## src/rtl/svm_weight_bank_ctrl.sv

```systemverilog
// rtl/svm_weight_bank_ctrl.sv - double-buffered weight/bias bank with drain-then-swap commit (option: SVM_PARTIAL_COMMIT_EN)
module svm_weight_bank_ctrl #(
  parameter int DATA_WIDTH   = 16,
  parameter int NUM_FEATURES = 16,
  parameter int IDX_WIDTH    = 5,
  parameter int PIPE_LATENCY = 6
) (
  input  logic                               clk,
  input  logic                               rst_n,
  input  logic                               cfg_valid,
  output logic                               cfg_ready,
  input  logic [IDX_WIDTH-1:0]               cfg_addr,
  input  logic [DATA_WIDTH-1:0]              cfg_data,
  input  logic                               cfg_commit,
  output logic                               cfg_err,
  output logic                               commit_done,
  output logic [7:0]                         model_version,
  input  logic                               feat_valid,
  output logic                               feat_ready,
  input  logic [DATA_WIDTH*NUM_FEATURES-1:0] feat_flat,
  output logic                               svm_input_valid,
  output logic [DATA_WIDTH*NUM_FEATURES-1:0] svm_features_flat,
  output logic [DATA_WIDTH*NUM_FEATURES-1:0] weights_flat,
  output logic [DATA_WIDTH-1:0]              bias,
  input  logic                               svm_output_valid,
  output logic [3:0]                         inflight
);

  // entries 0..NUM_FEATURES-1 are weights, entry NUM_FEATURES is the bias
  localparam int NE    = NUM_FEATURES + 1;
  localparam int CNT_W = $clog2(PIPE_LATENCY + 2);
  localparam logic [CNT_W-1:0] CNT_MAX = '1;

  typedef enum logic [1:0] {IDLE, DRAIN, SWAP} state_t;

  state_t                state;
  logic [DATA_WIDTH-1:0] shadow [NE];
  logic [NE-1:0]         mask;
  logic [CNT_W-1:0]      cnt;

  logic                  in_idle;
  logic                  addr_ok;
  logic                  wr_ok;
  logic                  wr_bad;
  logic                  commit_take;
  logic                  commit_ok;
  logic                  commit_rej;
  logic                  feat_take;
  logic [NE-1:0]         wr_bit;
  logic [NE-1:0]         mask_next;
  logic [NE-1:0]         copy_en;

  // ready is held low while reset is asserted, high whenever the bank is idle
  assign in_idle     = (state == IDLE);
  assign cfg_ready   = rst_n & in_idle;
  assign feat_ready  = rst_n & in_idle;
  assign inflight    = 4'(cnt);

  assign addr_ok     = (cfg_addr <= IDX_WIDTH'(NUM_FEATURES));
  assign wr_ok       = in_idle & cfg_valid & addr_ok;
  assign wr_bad      = in_idle & cfg_valid & ~addr_ok;
  assign commit_take = in_idle & cfg_commit;
  assign feat_take   = in_idle & feat_valid;
  assign mask_next   = mask | wr_bit;

  // one-hot of the entry being written this cycle, so a same-cycle write counts toward the commit
  always_comb begin
    wr_bit = '0;
    if (wr_ok) wr_bit[cfg_addr] = 1'b1;
  end

`ifdef SVM_PARTIAL_COMMIT_EN
  // partial mode: any commit proceeds and only freshly written entries are copied
  assign commit_ok  = commit_take;
  assign commit_rej = 1'b0;
  assign copy_en    = mask;
`else
  // full mode: a commit needs every weight and the bias rewritten since the last swap
  assign commit_ok  = commit_take & (&mask_next);
  assign commit_rej = commit_take & ~(&mask_next);
  assign copy_en    = '1;
`endif

  // control FSM, shadow/active banks, feature register and in-flight counter
  always_ff @(posedge clk or negedge rst_n) begin
    if (!rst_n) begin
      state             <= IDLE;
      mask              <= '0;
      cnt               <= '0;
      cfg_err           <= 1'b0;
      commit_done       <= 1'b0;
      model_version     <= 8'd0;
      svm_input_valid   <= 1'b0;
      svm_features_flat <= '0;
      weights_flat      <= '0;
      bias              <= '0;
      for (int i = 0; i < NE; i++) shadow[i] <= '0;
    end else begin
      cfg_err         <= wr_bad | commit_rej;
      commit_done     <= 1'b0;
      svm_input_valid <= feat_take;
      if (feat_take) svm_features_flat <= feat_flat;
      if (wr_ok) begin
        shadow[cfg_addr] <= cfg_data;
        mask             <= mask_next;
      end

      // a launch and a retire in the same cycle cancel; never underflow
      case ({svm_input_valid, svm_output_valid})
        2'b10:   if (cnt != CNT_MAX) cnt <= cnt + 1'b1;
        2'b01:   if (cnt != '0) cnt <= cnt - 1'b1;
        default: cnt <= cnt;
      endcase

      case (state)
        IDLE: begin
          if (commit_ok) state <= DRAIN;
        end
        DRAIN: begin
          if (cnt == '0 && !svm_input_valid) state <= SWAP;
        end
        SWAP: begin
          for (int i = 0; i < NUM_FEATURES; i++) begin
            if (copy_en[i]) weights_flat[i*DATA_WIDTH +: DATA_WIDTH] <= shadow[i];
          end
          if (copy_en[NUM_FEATURES]) bias <= shadow[NUM_FEATURES];
          model_version <= model_version + 8'd1;
          mask          <= '0;
          commit_done   <= 1'b1;
          state         <= IDLE;
        end
        default: state <= IDLE;
      endcase
    end
  end

endmodule

```

## config.mk

```make
export PLATFORM = sky130hd
export DESIGN_NAME = svm_weight_bank_ctrl
export DESIGN_NICKNAME = d
export VERILOG_FILES = /design/src/rtl/svm_weight_bank_ctrl.sv
export SDC_FILE = /design/constraint.sdc
export NUM_CORES = 1
export LEC_CHECK = 0
export BUFFER_PORTS_ARGS = -buffer_cell sky130_fd_sc_hd__buf_4
export CAP_MARGIN = 10
export CORE_AREA = 10 10 315 317
export CTS_CLUSTER_DIAMETER = 40
export DETAILED_ROUTE_END_ITERATION = 7
export DIE_AREA = 0 0 325 327
export GPL_TIMING_DRIVEN = 0
export PLACE_DENSITY_LB_ADDON = 0.12
export SLEW_MARGIN = 20
export SYNTH_ARGS = -nofsm -noshare
export SYNTH_HDL_FRONTEND = slang
export SYNTH_SLANG_ARGS = --single-unit
```

## constraint.sdc

```tcl
create_clock -name clk -period 2.9 [get_ports clk]
set_input_delay 0.145 -clock clk [delete_from_list [all_inputs] [get_ports clk]]
set_output_delay 0.145 -clock clk [all_outputs]
set_load 0.05 [all_outputs]
```

==> metrics.json <==
{
  "run_status": "finished, final reports clean",
  "timing.final.hold_violations": 0,
  "grt_util_overall_pct": 21.3,
  "floorplan.initialDensity_pct": 33.6,
  "area_delta_synth_final_pct": 49.6,
  "dpl-instance-area_mm2": 0.0392,
  "dieHeight_um": 327,
  "drt_iter0_markers": 1065,
  "fillers": 8025,
  "number_of_global_route_vias_before_repair": 24000,
  "grt_pass1_wl_um": 168000,
  "detailedRoute.firstPassIterationCount": 5,
  "cts_tree": "built",
  "viasPerCell": 4.69,
  "timing.hold.worst.class": "input pin to flip-flop",
  "cts_num_sinks": 833,
  "post-route-min-period_ns": 2.76,
  "seq_area_frac_synth_pct": 66.8,
  "average_cell_area_after_synthesis_um2": 16.0,
  "pwr_density_cell_mw_per_mm2": 735,
  "cts_buffer_depth": 3,
  "grt.overflow.total": 0,
  "synth_edf_count": 0,
  "post_synth_num_cell_types": 49,
  "drc_violation_count_after_routing": 0,
  "place_congestion": 0.857,
  "syn_nets": 2237,
  "die-area_mm2": 0.106,
  "place_worst_setup_slack_ns": -0.726,
  "clock_tree.root_cell": "sky130_fd_sc_hd__clkbuf_16",
  "antenna_violating_nets_left": 0,
  "grt_setup_unrepaired": "false",
  "report.final.setup_viol": 0,
  "ys_warn_count": 0,
  "layout_setup_ws_ns": 0.144,
  "io-pin-count": 828,
  "routed_wire_length_per_instance_um": 25.3,
  "worst-path-buf-inv": 1,
  "synth_area_mm2": 0.0312,
  "whs_ns": 0.147,
  "setup.worst_path.start_class": "flip-flop",
  "clk_pin_slew_worst_paths_ns": 0.05,
  "required_time_of_the_critical_path_ns": 3.49,
  "synthCells": 1950,
  "slew_viol_final": 0,
  "placedCellCount": 4035,
  "async_reset_ff_share_pct": 100,
  "critical_path.max_stage_delay_ns": 0.57,
  "crit_chain": "nor4b_2 > nand3_1 > nor3_4 > buf_2 > mux2_2",
  "wirelength_um": 116000,
  "clock-skew-final_ns": 0.0229,
  "cts-htree-levels": 4,
  "number_of_nets_in_the_finished_design": 3493,
  "criticalPathCategory": "flip-flop to flip-flop",
  "total_half_perimeter_wirelength_after_legalization_and_detailed_placement_um": 85800,
  "overall_die_width_um": 325,
  "layout.cells.non_filler": 4578,
  "synth.ff_latch_count": 833,
  "timing.max_slew.rel_slack_pct": 32.0,
  "power.ir.vdd_worst_uv": 512,
  "worst_slew_pin_slew_ns": 1.02,
  "critPathTopFamily": "simple AND/OR/NAND/NOR gates",
  "critical_path_capture_point_type": "flip-flop",
  "tritoncts.num_buffers": 132,
  "postSynth.topFlopCell": "sky130_fd_sc_hd__dfrtp_1",
  "layout.cell_area.non_filler_mm2": 0.0467,
  "maximum_number_of_pins_on_one_net_before_global_route_repair": 135,
  "power_leakage_nw": 22.9,
  "worstPathArrival_ns": 3.35,
  "detailroute.via_count": 21500,
  "port-buffer-count": 824,
  "clock_insertion_delay_worst_skew_ns": 0.71,
  "antenna_found_initial": 18,
  "critical_path_peak_fanout": 10,
  "min_period_over_period_pct": 95.0,
  "max_cap_viol_count": 0,
  "core_mm2": 0.0928,
  "row_count": 112,
  "cpMaxStageDelayCell": "sky130_fd_sc_hd__nor3_4",
  "layout-drive-gt1-share_pct": 57.6,
  "max_freq_mhz": 363,
  "total_neg_setup_slack_ns": 0
}
[worst reg2reg max path, stage by stage, from the launching register on]
cell                      delay, ns
sky130_fd_sc_hd__dfrtp_1       0.46
sky130_fd_sc_hd__nor4b_2       0.52
sky130_fd_sc_hd__nand3_1       0.29
sky130_fd_sc_hd__nor3_4        0.57
sky130_fd_sc_hd__buf_2         0.42
sky130_fd_sc_hd__mux2_2        0.39
[cell usage after synthesis, drive strengths merged (2+ instances only)]
cell type / instances / area share, %
a21oi: 11 / 0.18
xnor2: 6 / 0.17
o22ai: 2 / 0.040
nor3: 5 / 0.13
or4: 2 / 0.048
nand4: 5 / 0.10
and2: 3 / 0.060
clkbuf: 89 / 1.1
dfrtp: 833 / 67
inv: 15 / 0.18
and3b: 2 / 0.056
nor4: 3 / 0.11
o41ai: 2 / 0.056
nand3: 7 / 0.13
ha: 3 / 0.12
nor2b: 6 / 0.12
nor2: 24 / 0.30
nand2: 113 / 1.4
nand2b: 3 / 0.060
mux2: 771 / 28
buf: 19 / 0.35
xor2: 4 / 0.11
and3: 3 / 0.060
[cells by family (layout without fill, tap and decap cells)]
family	count (synthesis)	in the layout	share of synthesized area (%)
and+or+nand+nor	181	181	2.74
adders and majority gates	4	4	0.184
xor gates and xnor gates	10	10	0.281
muxes	771	771	27.8
AOI/OAI and AO/OA	27	27	0.593
DFF	833	833	66.8
buffers and inverters	123	1479	1.60
other	1	19	0.0120
[cells in the final DEF, fill, tap and decap left out, types with 3 or more instances in the layout]
cell and n:
sky130_fd_sc_hd__mux2_2 771, sky130_fd_sc_hd__nand2_1 110, sky130_fd_sc_hd__and3_1 3, sky130_fd_sc_hd__buf_16 16, sky130_fd_sc_hd__diode_2 18, sky130_fd_sc_hd__clkinvlp_4 12
sky130_fd_sc_hd__dfrtp_1 833, sky130_fd_sc_hd__xor2_1 4, sky130_fd_sc_hd__buf_4 826, sky130_fd_sc_hd__nor2_1 19, sky130_fd_sc_hd__clkbuf_16 137, sky130_fd_sc_hd__xnor2_1 6
sky130_fd_sc_hd__clkbuf_8 17, sky130_fd_sc_hd__clkinv_2 22, sky130_fd_sc_hd__nor2b_1 6, sky130_fd_sc_hd__ha_1 3, sky130_fd_sc_hd__nand2_2 3, sky130_fd_sc_hd__nand2b_1 3
sky130_fd_sc_hd__nand3_1 6, sky130_fd_sc_hd__bufinv_16 7, sky130_fd_sc_hd__buf_2 15, sky130_fd_sc_hd__dlygate4sd3_1 281, sky130_fd_sc_hd__clkinv_4 12, sky130_fd_sc_hd__nand4_1 5
sky130_fd_sc_hd__clkbuf_1 66, sky130_fd_sc_hd__clkbuf_2 40, sky130_fd_sc_hd__nor2_2 4, sky130_fd_sc_hd__inv_1 15, sky130_fd_sc_hd__and2_1 3, sky130_fd_sc_hd__a21oi_1 11
sky130_fd_sc_hd__inv_6 10
[stage by stage]
step,power [mW],util (%)
2_1_floorplan,16.6,-
3_3_place_gp,18.7,42.0
3_5_place_dp,18.9,42.2
4_1_cts,34.7,50.2
5_1_grt,35.7,50.3
6_report,34.3,50.3
[flip-flops by register name (all words and copies together) (netlist names)]
| name | flops |
|---|---|
| model_version | 8 |
| cfg_err | 1 |
| mask | 17 |
| state | 2 |
| commit_done | 1 |
| svm_features_flat | 256 |
| shadow | 272 |
| weights_flat | 256 |
| svm_input_valid | 1 |
| cnt | 3 |
| bias | 16 |
[path summary, 6_finish.rpt]
kind	to	start	depth (start not counted)	slack, ns
min in group asynchronous	weights_flat[89]$_DFFE_PN0P_	rst_n	7	0.49
max reg2reg	shadow[71]$_DFFE_PN0P_	state[1]$_DFFE_PN0P_	5	0.14
max in group asynchronous	svm_features_flat[170]$_DFFE_PN0P_	rst_n	9	1.03
min	shadow[192]$_DFFE_PN0P_	cfg_addr[0]	4	0.15
min reg2reg	weights_flat[20]$_DFFE_PN0P_	shadow[244]$_DFFE_PN0P_	1	0.47
max	shadow[71]$_DFFE_PN0P_	state[1]$_DFFE_PN0P_	5	0.14
[repair_timing]
item / 4_1_cts / 5_1_grt
setup buffers: 0 / 0
resized for setup: 27 / 21
hold buffers: 287 / 4
pin swaps: 0 / 0
endpoints found under the setup margin: 459 / 146
endpoints found under the hold margin: 746 / 154
[report_power, final]
group	internal (mW)	switching, mW
clock	9.69	5.58
sequential	12.9	0.682
combinational	2.18	3.31
total	24.8	9.57
[cell type report]
type / instances / area (µm²) / share of cell area (%)
sequential: 833 / 20800 / 44.6
multi-input combinational: 994 / 9890 / 21.2
timing repair buffer: 1122 / 9470 / 20.3
clock buffer: 171 / 3730 / 7.98
tap: 1254 / 1570 / 3.36
clock inverter: 63 / 603 / 1.29
inverter: 15 / 56.3 / 0.121
buffer: 108 / 493 / 1.06
antenna: 18 / 45.0 / 0.0964
[per-layer routing]
metal | vias up | part of all wire (%) | wire length (µm) | track usage, %
li1 | 9412 | - | - | -
met1 | 11100 | 37 | 42800 | 23.2
met2 | 708 | 53 | 61500 | 38.6
met3 | 180 | 6.0 | 6920 | 5.85
met4 | 4 | 4.1 | 4760 | 9.06
met5 | - | 0.018 | 21 | 0
(Power assumes the default switching activity.)
